--- src/rtl/d_bus_pkg.sv ---
// Shared types and widths for the per-core data-bus requester.
package d_bus_pkg;

    localparam int unsigned ADDR_W = 30;
    localparam int unsigned DATA_W = 32;
    localparam int unsigned BE_W   = 4;

    typedef enum logic [1:0] {
        IDLE    = 2'd0,
        REQ     = 2'd1,
        XFER    = 2'd2,
        RELEASE = 2'd3
    } state_e;

    // One latched core transaction; we == 0 means a read.
    typedef struct packed {
        logic [BE_W-1:0]   we;
        logic [ADDR_W-1:0] addr;
        logic [DATA_W-1:0] wdata;
    } bus_req_t;

endpackage

--- src/rtl/bus_req_timer.sv ---
// Clear/enable counter that flags a stalled bus transaction after TIMEOUT_CYCLES.
module bus_req_timer #(
    parameter int unsigned TIMEOUT_CYCLES = 1024
) (
    input  logic clk_i,
    input  logic rst_ni,
    input  logic clr_i,
    input  logic en_i,
    output logic expire_c_o
);

    localparam int unsigned CNT_W = $clog2(TIMEOUT_CYCLES);

    logic [CNT_W-1:0] cnt_q, cnt_d;

    assign expire_c_o = en_i && (cnt_q == CNT_W'(TIMEOUT_CYCLES - 1));

    // Hold at the terminal count; the requester leaves REQ/XFER on expiry anyway.
    always_comb begin
        cnt_d = cnt_q;
        if (clr_i) begin
            cnt_d = '0;
        end else if (en_i && !expire_c_o) begin
            cnt_d = cnt_q + CNT_W'(1);
        end
    end

    always_ff @(posedge clk_i or negedge rst_ni) begin
        if (!rst_ni) begin
            cnt_q <= '0;
        end else begin
            cnt_q <= cnt_d;
        end
    end

endmodule

--- src/rtl/d_bus_requester.sv ---
// Per-core data-bus client: core request -> arbiter RQ/GRANT/Ready handshake.
// Optional stall abort is compiled in with BUS_REQ_TIMEOUT_EN.
import d_bus_pkg::*;

module d_bus_requester #(
    parameter int unsigned TIMEOUT_CYCLES = 1024
) (
    input  logic              clk_i,
    input  logic              rst_ni,
    input  logic              cpu_req_i,
    input  logic [BE_W-1:0]   cpu_we_i,
    input  logic [ADDR_W-1:0] cpu_addr_i,
    input  logic [DATA_W-1:0] cpu_wdata_i,
    output logic              cpu_ack_o,
    output logic              cpu_err_o,
    output logic [DATA_W-1:0] cpu_rdata_o,
    output logic              bus_rq_o,
    input  logic              bus_grant_i,
    input  logic              datamem_ready_i,
    input  logic [DATA_W-1:0] datamem_in_i,
    output logic              datamem_read_o,
    output logic [BE_W-1:0]   datamem_write_o,
    output logic [ADDR_W-1:0] datamem_address_o,
    output logic [DATA_W-1:0] datamem_out_o
);

    if (TIMEOUT_CYCLES < 4) begin : g_bad_timeout
        $error("TIMEOUT_CYCLES must be at least 4");
    end

    state_e            state_q, state_d;
    bus_req_t          req_q, req_d;
    logic [DATA_W-1:0] rdata_q, rdata_d;
    logic              ack_q, ack_d;
    logic              err_q, err_d;
    logic              rq_q, rq_d;
    logic              expire_c;
    logic              drive_c;
    logic              is_read_c;

`ifdef BUS_REQ_TIMEOUT_EN
    logic timer_clr_c;
    logic timer_en_c;

    assign timer_clr_c = (state_q == IDLE) && cpu_req_i;
    assign timer_en_c  = (state_q == REQ) || (state_q == XFER);

    bus_req_timer #(
        .TIMEOUT_CYCLES(TIMEOUT_CYCLES)
    ) u_timer (
        .clk_i     (clk_i),
        .rst_ni    (rst_ni),
        .clr_i     (timer_clr_c),
        .en_i      (timer_en_c),
        .expire_c_o(expire_c)
    );
`else
    assign expire_c = 1'b0;
`endif

    assign is_read_c = (req_q.we == '0);

    // Bus is driven only while granted in XFER so cores can be OR-combined.
    assign drive_c           = (state_q == XFER) && bus_grant_i;
    assign datamem_read_o    = drive_c && is_read_c;
    assign datamem_write_o   = drive_c ? req_q.we    : '0;
    assign datamem_address_o = drive_c ? req_q.addr  : '0;
    assign datamem_out_o     = drive_c ? req_q.wdata : '0;

    assign cpu_ack_o   = ack_q;
    assign cpu_err_o   = err_q;
    assign cpu_rdata_o = rdata_q;
    assign bus_rq_o    = rq_q;

    always_comb begin
        state_d = state_q;
        req_d   = req_q;
        rdata_d = rdata_q;
        ack_d   = 1'b0;
        err_d   = 1'b0;
        case (state_q)
            IDLE: begin
                if (cpu_req_i) begin
                    req_d   = '{we: cpu_we_i, addr: cpu_addr_i, wdata: cpu_wdata_i};
                    state_d = REQ;
                end
            end
            REQ: begin
                if (expire_c) begin
                    state_d = RELEASE;
                    ack_d   = 1'b1;
                    err_d   = 1'b1;
                end else if (bus_grant_i) begin
                    state_d = XFER;
                end
            end
            XFER: begin
                if (bus_grant_i && datamem_ready_i) begin
                    if (is_read_c) begin
                        rdata_d = datamem_in_i;
                    end
                    state_d = RELEASE;
                    ack_d   = 1'b1;
                end else if (expire_c) begin
                    state_d = RELEASE;
                    ack_d   = 1'b1;
                    err_d   = 1'b1;
                end else if (!bus_grant_i) begin
                    state_d = REQ;
                end
            end
            RELEASE: begin
                // Wait out a lingering grant/Ready so it cannot complete the next request.
                if (!bus_grant_i && !datamem_ready_i) begin
                    state_d = IDLE;
                end
            end
            default: state_d = IDLE;
        endcase
        rq_d = (state_d == REQ) || (state_d == XFER);
    end

    always_ff @(posedge clk_i or negedge rst_ni) begin
        if (!rst_ni) begin
            state_q <= IDLE;
            req_q   <= '0;
            rdata_q <= '0;
            ack_q   <= 1'b0;
            err_q   <= 1'b0;
            rq_q    <= 1'b0;
        end else begin
            state_q <= state_d;
            req_q   <= req_d;
            rdata_q <= rdata_d;
            ack_q   <= ack_d;
            err_q   <= err_d;
            rq_q    <= rq_d;
        end
    end

endmodule
--- config.mk ---
export PLATFORM = sky130hd
export DESIGN_NAME = d_bus_requester
export DESIGN_NICKNAME = d
export VERILOG_FILES = /design/src/rtl/d_bus_pkg.sv /design/src/rtl/bus_req_timer.sv /design/src/rtl/d_bus_requester.sv
export SDC_FILE = /design/constraint.sdc
export NUM_CORES = 1
export LEC_CHECK = 0
export BUFFER_PORTS_ARGS = -buffer_cell sky130_fd_sc_hd__buf_2
export CORE_AREA = 3 3 102 104
export CTS_CLUSTER_DIAMETER = 150
export CTS_CLUSTER_SIZE = 16
export DETAILED_ROUTE_END_ITERATION = 6
export DIE_AREA = 0 0 105 107
export MAX_ROUTING_LAYER = met4
export PLACE_DENSITY = 0.78
export SLEW_MARGIN = 0
export SYNTH_ARGS = -nofsm -noshare
export SYNTH_HDL_FRONTEND = slang
export SYNTH_SLANG_ARGS = --single-unit
--- constraint.sdc ---
create_clock -name clk_i -period 2.3 [get_ports clk_i]
set_input_delay 0.23 -clock clk_i [delete_from_list [all_inputs] [get_ports clk_i]]
set_output_delay 0.23 -clock clk_i [all_outputs]
set_load 0.05 [all_outputs]
==> metrics.yaml <==
status: "finished clean"
period_needed_ns: 2.171
slowest_stage: "sky130_fd_sc_hd__dfrtp_1"
starting_density_of_the_core: 0.4635
cts_sinks: 102
timing.hold.worst.class: "primary input to register"
dpl.hpwl_um: 7425
fp.dieArea_um2: 11240
netlist_area_um2: 4468
cellInternalPower_uw: 4190
placeableCoreArea_um2: 9639
ys_warn_count: 0
critical_path.startpoint_type: "register"
crit_path_end_kind: "primary output"
port_buffers: 203
cts_inserted_buffers: 9
final_antenna_net_count: 0
fin_crit_sh: 0.9437
power.clock.fraction: 0.149
worstPathCellList: "and3b_4 > buf_4 > and2_1 > buf_2"
crit_path_max_incr_delay_ns: 0.47
grt_setup_unrepaired: "no"
share_comb_of_total_power: 0.433
die_width_um: 105
largest_net_degree_at_the_start_of_global_routing: 42
power.net_switching_uw: 2862
wirelength_um: 9929
groute.usage.overall: 0.1817
place.gp.congestion: 0.7725
seq_power_share: 0.418
netSwitchingFraction: 0.4058
r2r_slack_ns: 0.57
detail_route.first_pass.iterations: 4
finClkSkew_ns: 0.007895
grt_antenna_before_repair: 0
drive_above_1_share: 0.6458
detailedRoute.firstIterationViolations: 142
timing_worst_setup_path_type: "register to primary output"
total_power_uw: 7051
worst_ir_drop_vdd_v: 0.0005068
detail_route.vias_per_cell: 4.753
postSynthAreaPerCell_um2: 14.75
synth.ff_latch_count: 102
worstPathArrival_ns: 1.94
critical_path.endpoint: "datamem_out_o[5]"
cts_h_tree_depth: 3
p_leak_uw: 0.003056
grt_pass1_vias: 3145
drv.max_cap_violation_count: 0
io_pins: 205
fp.dieH_um: 107
postSynthCellCount: 303
startpoint_of_the_worst_setup_timing_path: "state_q[0]$_DFF_PN0_"
power_per_cell_area_nw_per_um2: 1221
ys_seq_area_frac: 0.5713
crit_fanout: 41
clkTransAtPathRegs_ns: 0.09
clockRootBuffer: "sky130_fd_sc_hd__clkbuf_8"
detail_route.wl_per_cell_um: 15.39
final_setup_viols: 0
regToRegStartpoint: "req_q[64]$_DFFE_PN0P_"
postSynthNetCount: 406
worst-endpoint-required_ns: 2.07
highest_attainable_clock_frequency_mhz: 460.7
global_route_wire_length_before_repair_um: 15620
clock_latency_on_the_worst_skew_pair_ns: 0.35
rr_worst_depth: 4
layout-area-overhead-vs-synth_pct: 29.24
routed-via-count: 3066
drt_drc_violations_left: 0
grt_remaining_overflow: 0
cts_tree: "done"
tns_ns: 0
postCtsSetupBuffers: 0
count_of_final_hold_check_violations: 0
timing.rr.end: "cpu_rdata_o[0]$_DFFE_PN0P_"
final_nets: 609
cts.path.max_buffers: 2
timing_max_transition_violations_final: 0
synth.lib_cells_used.distinct: 23
rows: 36
==> worst min-delay path by stage <==
stage | from | slack (ns) | end | cells past startpoint
3_5_place_dp | rst_ni | 0.20 | cpu_rdata_o[8]$_DFFE_PN0P_ | 1
2_1_floorplan | rst_ni | -0.07 | bus_rq_o$_DFF_PN0_ | 0
3_3_place_gp | rst_ni | 0.20 | cpu_rdata_o[8]$_DFFE_PN0P_ | 1
6_report | cpu_wdata_i[8] | 0.1 | req_q[8]$_DFFE_PN0P_ | 2
5_1_grt | cpu_wdata_i[22] | 0.07 | req_q[22]$_DFFE_PN0P_ | 2
4_1_cts | cpu_wdata_i[8] | 0.07 | req_q[8]$_DFFE_PN0P_ | 2
==> final cells by class <==
type | instances | area, um^2
fillers | 814 | 3865
flip-flops and latches | 102 | 2552
multi-input cells | 181 | 1767
repair buffers | 212 | 1101
well taps | 133 | 166.4
clock buffers | 11 | 151.4
clock inverters | 5 | 33.78
diodes | 1 | 2.502
==> routing by layer <==
metal / vias to the layer above / track usage / wire [um]
met2: 131 / 0.2942 / 4866
met5: - / - / 0
li1: 1433 / - / -
met3: 14 / 0.04997 / 733
met1: 1488 / 0.2249 / 4192
met4: 0 / 0.05436 / 137
==> timing repair <==
action | CTS | global route
hold endpoints to repair | 31 | 0
hold buffers | 1 | 0
gates resized for setup | 0 | 0
==> stage by stage <==
step | util | instances | area (um^2) | worst slack (ns) | hold slack [ns]
6_report | 0.5990 | 645 | 5774 | 0.1294 | 0.09770
5_1_grt | 0.5988 | 644 | 5772 | 0.007166 | 0.07211
4_1_cts | 0.5988 | 644 | 5772 | 0.09696 | 0.07345
3_5_place_dp | 0.5785 | 627 | 5577 | 0.5118 | 0.2026
3_3_place_gp | 0.5785 | 627 | 5577 | 0.5354 | 0.1956
2_1_floorplan | - | 303 | 4468 | 0.4493 | -0.06559
==> worst max-delay path, delay by kind of cell, from the launching register on <==
| family | cells | cell delay, ns |
|---|---|---|
| buffers and inverters | 2 | 0.58 |
| flip-flops | 1 | 0.47 |
| AND/OR/NAND/NOR | 2 | 0.53 |
==> state kept, by name, indices dropped and copies added (netlist names) <==
| name | cells |
|---|---|
| bus_rq_o | 1 |
| state_q | 2 |
| cpu_rdata_o | 32 |
| req_q | 66 |
| cpu_ack_o | 1 |
==> cell usage after synthesis <==
cell type | n | area (um^2)
sky130_fd_sc_hd__conb_1 | 1 | 3.750
sky130_fd_sc_hd__a21o_1 | 1 | 7.510
sky130_fd_sc_hd__and2_1 | 68 | 425.4
sky130_fd_sc_hd__buf_4 | 5 | 37.54
sky130_fd_sc_hd__mux2_2 | 69 | 777.0
sky130_fd_sc_hd__buf_2 | 4 | 20.02
sky130_fd_sc_hd__and3b_4 | 1 | 12.51
sky130_fd_sc_hd__dfrtp_1 | 102 | 2552
sky130_fd_sc_hd__nor4_1 | 1 | 6.260
sky130_fd_sc_hd__buf_12 | 3 | 60.06
sky130_fd_sc_hd__and3_4 | 1 | 11.26
sky130_fd_sc_hd__nand3b_1 | 1 | 7.510
sky130_fd_sc_hd__a21o_2 | 1 | 8.760
sky130_fd_sc_hd__buf_6 | 1 | 11.26
sky130_fd_sc_hd__nor3b_2 | 1 | 12.51
sky130_fd_sc_hd__a21oi_1 | 1 | 5.000
sky130_fd_sc_hd__mux2i_1 | 1 | 10.01
sky130_fd_sc_hd__mux2_4 | 30 | 450.4
sky130_fd_sc_hd__nor2_1 | 1 | 3.750
sky130_fd_sc_hd__a22o_1 | 1 | 8.760
sky130_fd_sc_hd__clkbuf_1 | 7 | 26.28
sky130_fd_sc_hd__o21ai_0 | 1 | 5.000
sky130_fd_sc_hd__nor3_1 | 1 | 5.000
==> power groups by stage <==
stage / logic (uW) / registers, uW / clock network, uW
final: 3060 / 2950 / 1050
after global routing: 3240 / 3040 / 1170
after CTS: 3090 / 2950 / 1090
after detailed placement: 3080 / 2980 / 0
after global placement: 3020 / 2940 / 0
after floorplan: 1880 / 3440 / 0
==> logic make-up after synthesis <==
| family | after synthesis | synth area share |
|---|---|---|
| other cells | 1 | 0.0008393 |
| buf+inv | 20 | 0.03473 |
| flops | 102 | 0.5713 |
| simple gates | 75 | 0.1084 |
| mux | 100 | 0.2770 |
| compound gates | 5 | 0.007840 |
==> cell usage in the layout, fill, tap and decap left out, types with 2 or more instances in the layout <==
cell,instances
sky130_fd_sc_hd__buf_2,202
sky130_fd_sc_hd__clkinv_2,2
sky130_fd_sc_hd__and2_1,68
sky130_fd_sc_hd__clkinvlp_4,2
sky130_fd_sc_hd__clkbuf_8,11
sky130_fd_sc_hd__dfrtp_1,102
sky130_fd_sc_hd__mux2_2,69
sky130_fd_sc_hd__mux2_4,30
sky130_fd_sc_hd__buf_4,8
(Power assumes the default switching activity.)
